**config.mk**
```make
export PLATFORM = sky130hd
export DESIGN_NAME = rcp_word_sequencer
export DESIGN_NICKNAME = d
export VERILOG_FILES = /design/src/rtl/rcp_word_sequencer.sv
export SDC_FILE = /design/constraint.sdc
export NUM_CORES = 1
export LEC_CHECK = 0
export BUFFER_PORTS_ARGS = -buffer_cell sky130_fd_sc_hd__buf_2
export CAP_MARGIN = 5
export CORE_MARGIN = 2
export CORE_UTILIZATION = 34
export DETAILED_ROUTE_END_ITERATION = 10
export GPL_TIMING_DRIVEN = 0
export HOLD_SLACK_MARGIN = 0.03
export SLEW_MARGIN = 5
export SYNTH_ARGS = -nofsm -noshare
export SYNTH_HDL_FRONTEND = slang
export SYNTH_SLANG_ARGS = --single-unit
```
**constraint.sdc**
```tcl
create_clock -name clk -period 6.6 [get_ports clk]
set_input_delay 0.66 -clock clk [delete_from_list [all_inputs] [get_ports clk]]
set_output_delay 0.66 -clock clk [all_outputs]
set_load 0.02 [all_outputs]
```
**src/rtl/rcp_word_sequencer.sv**
```systemverilog
// rcp_word_sequencer: snoops the 64-bit NetFPGA datapath, tracks the word
// position inside each packet and raises the zero-latency select strobes that
// steer the RCP header parser. It also tracks protocol match and keeps packet
// statistics. It never stalls the bus.
//
// Ports:
//   clk, reset      clock, asynchronous active-high reset
//   in_data/ctrl/wr snooped datapath word (transfers when in_wr=1)
//   rcp_enable      0 suppresses THIRD/RTT/FRATE strobes (FIRST unaffected)
//   word_RCP_*      combinational per-word select strobes
//   rcp_match       registered: current packet carries the RCP protocol
//   pkt_cnt         registered: packets completed
//   rcp_pkt_cnt     registered: completed packets that were RCP
//   trunc_cnt       registered: RCP packets that ended before the FRATE word
module rcp_word_sequencer #(
  parameter int unsigned DATA_WIDTH = 64,
  parameter int unsigned CTRL_WIDTH = DATA_WIDTH / 8,
  parameter logic [7:0]  IOQ_CTRL   = 8'hFF,
  parameter logic [7:0]  RCP_TYPE   = 8'hFE,
  parameter int unsigned THIRD_WORD = 2,
  parameter int unsigned RTT_WORD   = 5,
  parameter int unsigned FRATE_WORD = 6,
  parameter int unsigned CNT_WIDTH  = 4
) (
  input  logic                  clk,
  input  logic                  reset,
  input  logic [DATA_WIDTH-1:0] in_data,
  input  logic [CTRL_WIDTH-1:0] in_ctrl,
  input  logic                  in_wr,
  input  logic                  rcp_enable,
  output logic                  word_RCP_FIRST,
  output logic                  word_RCP_THIRD,
  output logic                  word_RCP_RTT,
  output logic                  word_RCP_FRATE,
  output logic                  rcp_match,
  output logic [31:0]           pkt_cnt,
  output logic [31:0]           rcp_pkt_cnt,
  output logic [15:0]           trunc_cnt
);

  localparam logic [CNT_WIDTH-1:0] CNT_MAX = {CNT_WIDTH{1'b1}};

  typedef enum logic {HDR, PAYLOAD} state_t;

  state_t               state;
  state_t               state_next;
  logic [CNT_WIDTH-1:0] word_cnt;
  logic                 first_seen;

  logic                 ctrl_zero;
  logic                 ioq_word;
  logic                 hdr_word;
  logic                 pay_word;
  logic                 eop_word;
  logic [CNT_WIDTH-1:0] idx;
  logic                 at_third;
  logic                 at_rtt;
  logic                 at_frate;
  logic                 before_frate;
  logic                 match_after;

  // Only the protocol byte of the snooped data is inspected.
  logic                 unused_data;
  assign unused_data = ^in_data[DATA_WIDTH-1:8];

  // Word classification and payload index decode.
  assign ctrl_zero    = (in_ctrl == '0);
  assign ioq_word     = (in_ctrl == CTRL_WIDTH'(IOQ_CTRL));
  assign hdr_word     = in_wr && (state == HDR) && !ctrl_zero;
  assign pay_word     = in_wr && ((state == PAYLOAD) || ctrl_zero);
  assign eop_word     = in_wr && (state == PAYLOAD) && !ctrl_zero;
  assign idx          = (state == HDR) ? '0 : word_cnt;
  assign at_third     = (32'(idx) == THIRD_WORD);
  assign at_rtt       = (32'(idx) == RTT_WORD);
  assign at_frate     = (32'(idx) == FRATE_WORD);
  assign before_frate = (32'(idx) < FRATE_WORD);

  // Match status including an update landing on this very word (third-word EOP).
  assign match_after = at_third ? (rcp_enable && (in_data[7:0] == RCP_TYPE))
                                : rcp_match;

  // State register.
  always_ff @(posedge clk or posedge reset) begin
    if (reset) begin
      state <= HDR;
    end else begin
      state <= state_next;
    end
  end

  // Next-state logic.
  always_comb begin
    state_next = state;
    case (state)
      HDR:     if (in_wr && ctrl_zero)  state_next = PAYLOAD;
      PAYLOAD: if (eop_word)            state_next = HDR;
      default:                          state_next = HDR;
    endcase
  end

  // Zero-latency strobes; RTT/FRATE rely on rcp_match, which is only ever set
  // by the third word, so indices at or before it can never fire them.
  always_comb begin
    word_RCP_FIRST = 1'b0;
    word_RCP_THIRD = 1'b0;
    word_RCP_RTT   = 1'b0;
    word_RCP_FRATE = 1'b0;
    if (!reset) begin
      word_RCP_FIRST = hdr_word && ioq_word && !first_seen;
      word_RCP_THIRD = pay_word && rcp_enable && at_third;
      word_RCP_RTT   = pay_word && rcp_enable && rcp_match && at_rtt;
      word_RCP_FRATE = pay_word && rcp_enable && rcp_match && at_frate;
    end
  end

  // Word counter, header tracking, match flag and statistics.
  always_ff @(posedge clk or posedge reset) begin
    if (reset) begin
      word_cnt    <= '0;
      first_seen  <= 1'b0;
      rcp_match   <= 1'b0;
      pkt_cnt     <= '0;
      rcp_pkt_cnt <= '0;
      trunc_cnt   <= '0;
    end else begin
      if (hdr_word && ioq_word) begin
        first_seen <= 1'b1;
      end
      if (eop_word) begin
        word_cnt   <= '0;
        first_seen <= 1'b0;
        rcp_match  <= 1'b0;
        pkt_cnt    <= pkt_cnt + 32'd1;
        if (match_after) begin
          rcp_pkt_cnt <= rcp_pkt_cnt + 32'd1;
        end
        if (match_after && before_frate) begin
          trunc_cnt <= trunc_cnt + 16'd1;
        end
      end else if (pay_word) begin
        // Saturate so late words of long packets never alias early indices.
        if (state == HDR) begin
          word_cnt <= CNT_WIDTH'(1);
        end else if (word_cnt != CNT_MAX) begin
          word_cnt <= word_cnt + CNT_WIDTH'(1);
        end
        if (at_third) begin
          rcp_match <= match_after;
        end
      end
    end
  end

endmodule

```
# Word level (Yosys, flattened, before mapping)
# Cells that the tools add are included.
[classes]
bitwise_logic = 1
n_reduce_logical = 26
eq_ne = 7
order_cmp = 1
n_addsub = 4
mux = 18
[op_table]
columns = ["op", "count"]
rows = [
  ["$add 32x1->32 const B", 2],
  ["$mux 4", 5],
  ["$add 16x1->16 const B", 1],
  ["$eq 8x8->1 const B", 2],
  ["$logic_and 1x1->1", 15],
  ["$mux 1", 12],
  ["$eq 4x3->1 const B", 2],
  ["$logic_not 8->1", 1],
  ["$reduce_and 2->1", 4],
  ["$reduce_bool 2->1", 3],
  ["$add 4x1->4 const B", 1],
  ["$eq 4x2->1 const B", 1],
  ["$lt 4x3->1 const B", 1],
  ["$ne 4x4->1 const B", 1],
  ["$ne 3x1->1 const B", 1],
  ["$logic_not 1->1", 2],
  ["$pmux 1 s2", 1],
  ["$logic_or 1x1->1", 1],
  ["$not 1->1", 1],
]
[totals]
elab_cells = 64
inputBits = 76
out_inout_bits = 85
register_bits = 87

# Depth between registers and ports, before layout
[logic_depth]
ltp_word = 7
ltp_mapped = 7
ltp_nobuf = 6

# Worst setup path before layout
# Ideal clock, no wire load.
[synth_timing]
path_type = "input to output"
start = "input port in_wr"
end = "output port word_RCP_RTT"
n_path_buf = 1
setup_slack_ns = 4.168
t_arrival_ns = 1.772
stages = 5
required_time_ns = 5.940
path_cell_list = "buf_2 -> nand2_2 -> nor2_1 -> nand4_1 -> nor3b_1"
[synth_between]
elab_chain_cells = 5
[synth_lines]
columns = ["element", "line_no", "rtl"]
rows = [
  ["from (decl)", "29", "input logic in_wr,"],
  ["$logic_and 1x1->1", "70", "assign pay_word = in_wr && ((state == PAYLOAD) || ctrl_zero);"],
  ["$logic_and 1x1->1 (3 in a row)", "111", "word_RCP_RTT = pay_word && rcp_enable && rcp_match && at_rtt;"],
  ["$mux 1", "108", "if (!reset) begin"],
  ["to (decl)", "33", "output logic word_RCP_RTT,"],
]
# No other way between the ends.

==> run_results.csv <==
group,metric,value,unit
routing,drt_iter0_markers,195,
placement,dpl.hpwl,7230,um
routing,first_pass_iters,4,
logic_synthesis,synth_area_per_cell,11.1,sq um
routing,routed_wirelength,9850,um
timing,setup_viol,0,
grt,antenna_found_initial,0,
critical_path,critPathLaunchType,"flip-flop",
logic_synthesis,synth_edf_count,0,
cells_and_area,num_antenna_cells,0,
timing,fmax,399,MHz
min_path,min_path_type,"primary input to asynchronous set/reset pin",
clocking,cts_root_buffer,"clkbuf_16",
routing,viasPerCell,4.89,
clocking,clock-sinks,87,
die,num_rows,41,
grt,grt_max_degree,46,
die,die_w,116,um
power_and_ir_drop,ir_worst_vdd,0.0838,mV
die,start_util,34.5,%
timing,period_needed,2500,ps
timing,rsz0062_at_grt,"no",
die,die_area,13600,sq um
routing,vias,3322,
clocking,post_cts.repair.setup_buffers,0,
critical_path,cp.required,5940,ps
logic_synthesis,synth_top_area_share,50.6,%
clocking,cts_buffers,9,
timing,holdWs,417,ps
power_and_ir_drop,totalPowerFinal,1.13,mW
die,dieHeight,116,um
critical_path,arrival,1840,ps
routing,drt-wirelength-per-cell,14.5,um
logic_synthesis,synth_area,4300,sq um
logic_synthesis,synth_top_area_cell,"dfrtp_1",
grt,grt_pass1_vias,3267,
clocking,ctsResizeCount,0,
timing,setup_ws,4100,ps
status,status,"complete, no violations",
timing,slew_headroom,60.8,%
die,fp.coreArea,12500,sq um
clocking,clk_latency,340,ps
logic_synthesis,syn_inst,388,
power_and_ir_drop,power_density,209,nW/um^2
logic_synthesis,synth-async-reset-ratio,100,%
logic_synthesis,ys_seq_area_share,50.6,%
die,pin_count,161,
timing,tns,0,ps
critical_path,path_class,"flip-flop to output port",
clocking,cts.path.max_buffers,2,
routing,final_antenna_net_count,0,
grt,grt_usage,15.6,%
placement,gp_congestion,0.782,
timing,hold_viol,0,
critical_path,crit_path_max_fanout,10,
clocking,cts_max_level,3,
logic_synthesis,ys_warn_count,0,
grt,grt-ovfl-total,0,
timing,layout_worst_path_cycle_share,37.9,%
power_and_ir_drop,p_leak,2.65,nW
placement,portBuffers,103,
cells_and_area,finalNonFillerCells,680,
timing,max_slew.worst_pin.slew,584,ps
cells_and_area,area_delta_synth_final,25.2,%
routing,drc,0,
placement,placedCellCount,664,
logic_synthesis,yosys-top-cells-count,"dfrtp_1 (87), xnor2_1 (55), nand2_1 (33)",
logic_synthesis,synth_area_leaders,"dfrtp_1 (51%), xnor2_1 (11%), xor2_1 (4.5%)",
logic_synthesis,synthDistinctLibCells,55,
grt,grt_pass1_wl,16300,um
cells_and_area,drive_gt1_share,30.1,%
logic_synthesis,yosys.cell_count.top_type,"dfrtp_1",
timing,skew,5.79,ps
flow_run,drv_cap,0,
placement,pre_cts_slack,4120,ps
timing,report.final.slew_viol_count,0,
logic_synthesis,ys_seq_elements,87,
logic_synthesis,syn_nets,468,
clocking,ctsHoldBuffers,0,
logic_synthesis,ys.flop_type,"dfrtp_1",
cells_and_area,nets,583,
clocking,cts_tree,"built",
critical_path,crit_path_end_kind,"output port",
clocking,clk_pin_slew,60,ps
==> flip-flops by register name, indices dropped and copies added (netlist names), named ones only <==
register / flops
pkt_cnt: 32
rcp_pkt_cnt: 32
trunc_cnt: 16
word_cnt: 4
first_seen: 1
rcp_match: 1
==> final timing paths <==
path	start	to	slack [ps]	cells past startpoint
setup / recovery	flip-flop	word_RCP_FRATE	4100	6
hold / removal	reset	word_cnt[3]	420	2
setup reg to reg	word_cnt[2]	trunc_cnt[4]	4490	7
hold reg to reg	pkt_cnt[31]	pkt_cnt[31]	460	1
max in group asynchronous	reset	trunc_cnt[13]	5560	3
min in group clk	pkt_cnt[31]	pkt_cnt[31]	460	1
==> worst max-delay path, stage by stage (launching register included) <==
cell	delay [ps]
dfrtp_1	340
buf_2	210
nand2_2	160
nor2_1	220
nand4_1	160
nor3_1	190
buf_2	220
==> logic make-up after synthesis <==
kind of cell | Yosys count | synth area share, %
simple gates | 173 | 24.4
flops | 87 | 50.6
xor+xnor | 77 | 15.7
compound gates | 27 | 5.70
buf+inv | 17 | 1.69
fa+ha+maj | 4 | 1.16
mux | 3 | 0.785
==> metrics by stage <==
step                utilization, %  cell area (sq um)
floorplan                        -               4300
global placement              40.4               5030
detailed placement            40.6               5060
CTS                           43.2               5390
global route                  43.2               5390
finish                        43.2               5390
==> routing by layer <==
metal | vias up | share of wire (%) | GRT usage [%]
li1 | 1612 | - | -
met1 | 1610 | 46 | 20.6
met5 | - | 0 | 0
met2 | 90 | 46 | 24.1
met4 | 0 | 1.4 | 6.83
met3 | 10 | 5.9 | 4.31
==> area by class of cell <==
cell class	instances	area [sq um]
fill	1211	7080
timing repair buffer	104	543
clock inverter	3	65.1
clock buffer	13	260
buffer	7	35.0
tap	172	215
inverter	10	40.0
sequential	87	2180
multi-input combinational	284	2050
==> layout by cell type (no fill, tap or decap), drive strengths merged, types with 10 or more instances in the layout <==
cell / Yosys / final
and4: 10 / 10
nand3: 27 / 27
nand2: 34 / 34
nand4: 31 / 31
nor2: 18 / 18
and3: 11 / 11
nor3: 15 / 15
xor2: 22 / 22
dfrtp: 87 / 87
xnor2: 55 / 55
clkbuf: 0 / 13
inv: 10 / 10
buf: 7 / 111
==> power breakdown <==
group          internal [mW]  switching [mW]  total (mW)  leakage [nW]
clock                  0.352           0.207       0.559         0.160
sequential             0.535         0.00244       0.538          1.19
combinational        0.00940          0.0200      0.0294          1.30
total                  0.897           0.229        1.13          2.65
No activity file was read; power rests on OpenSTA's default activity.
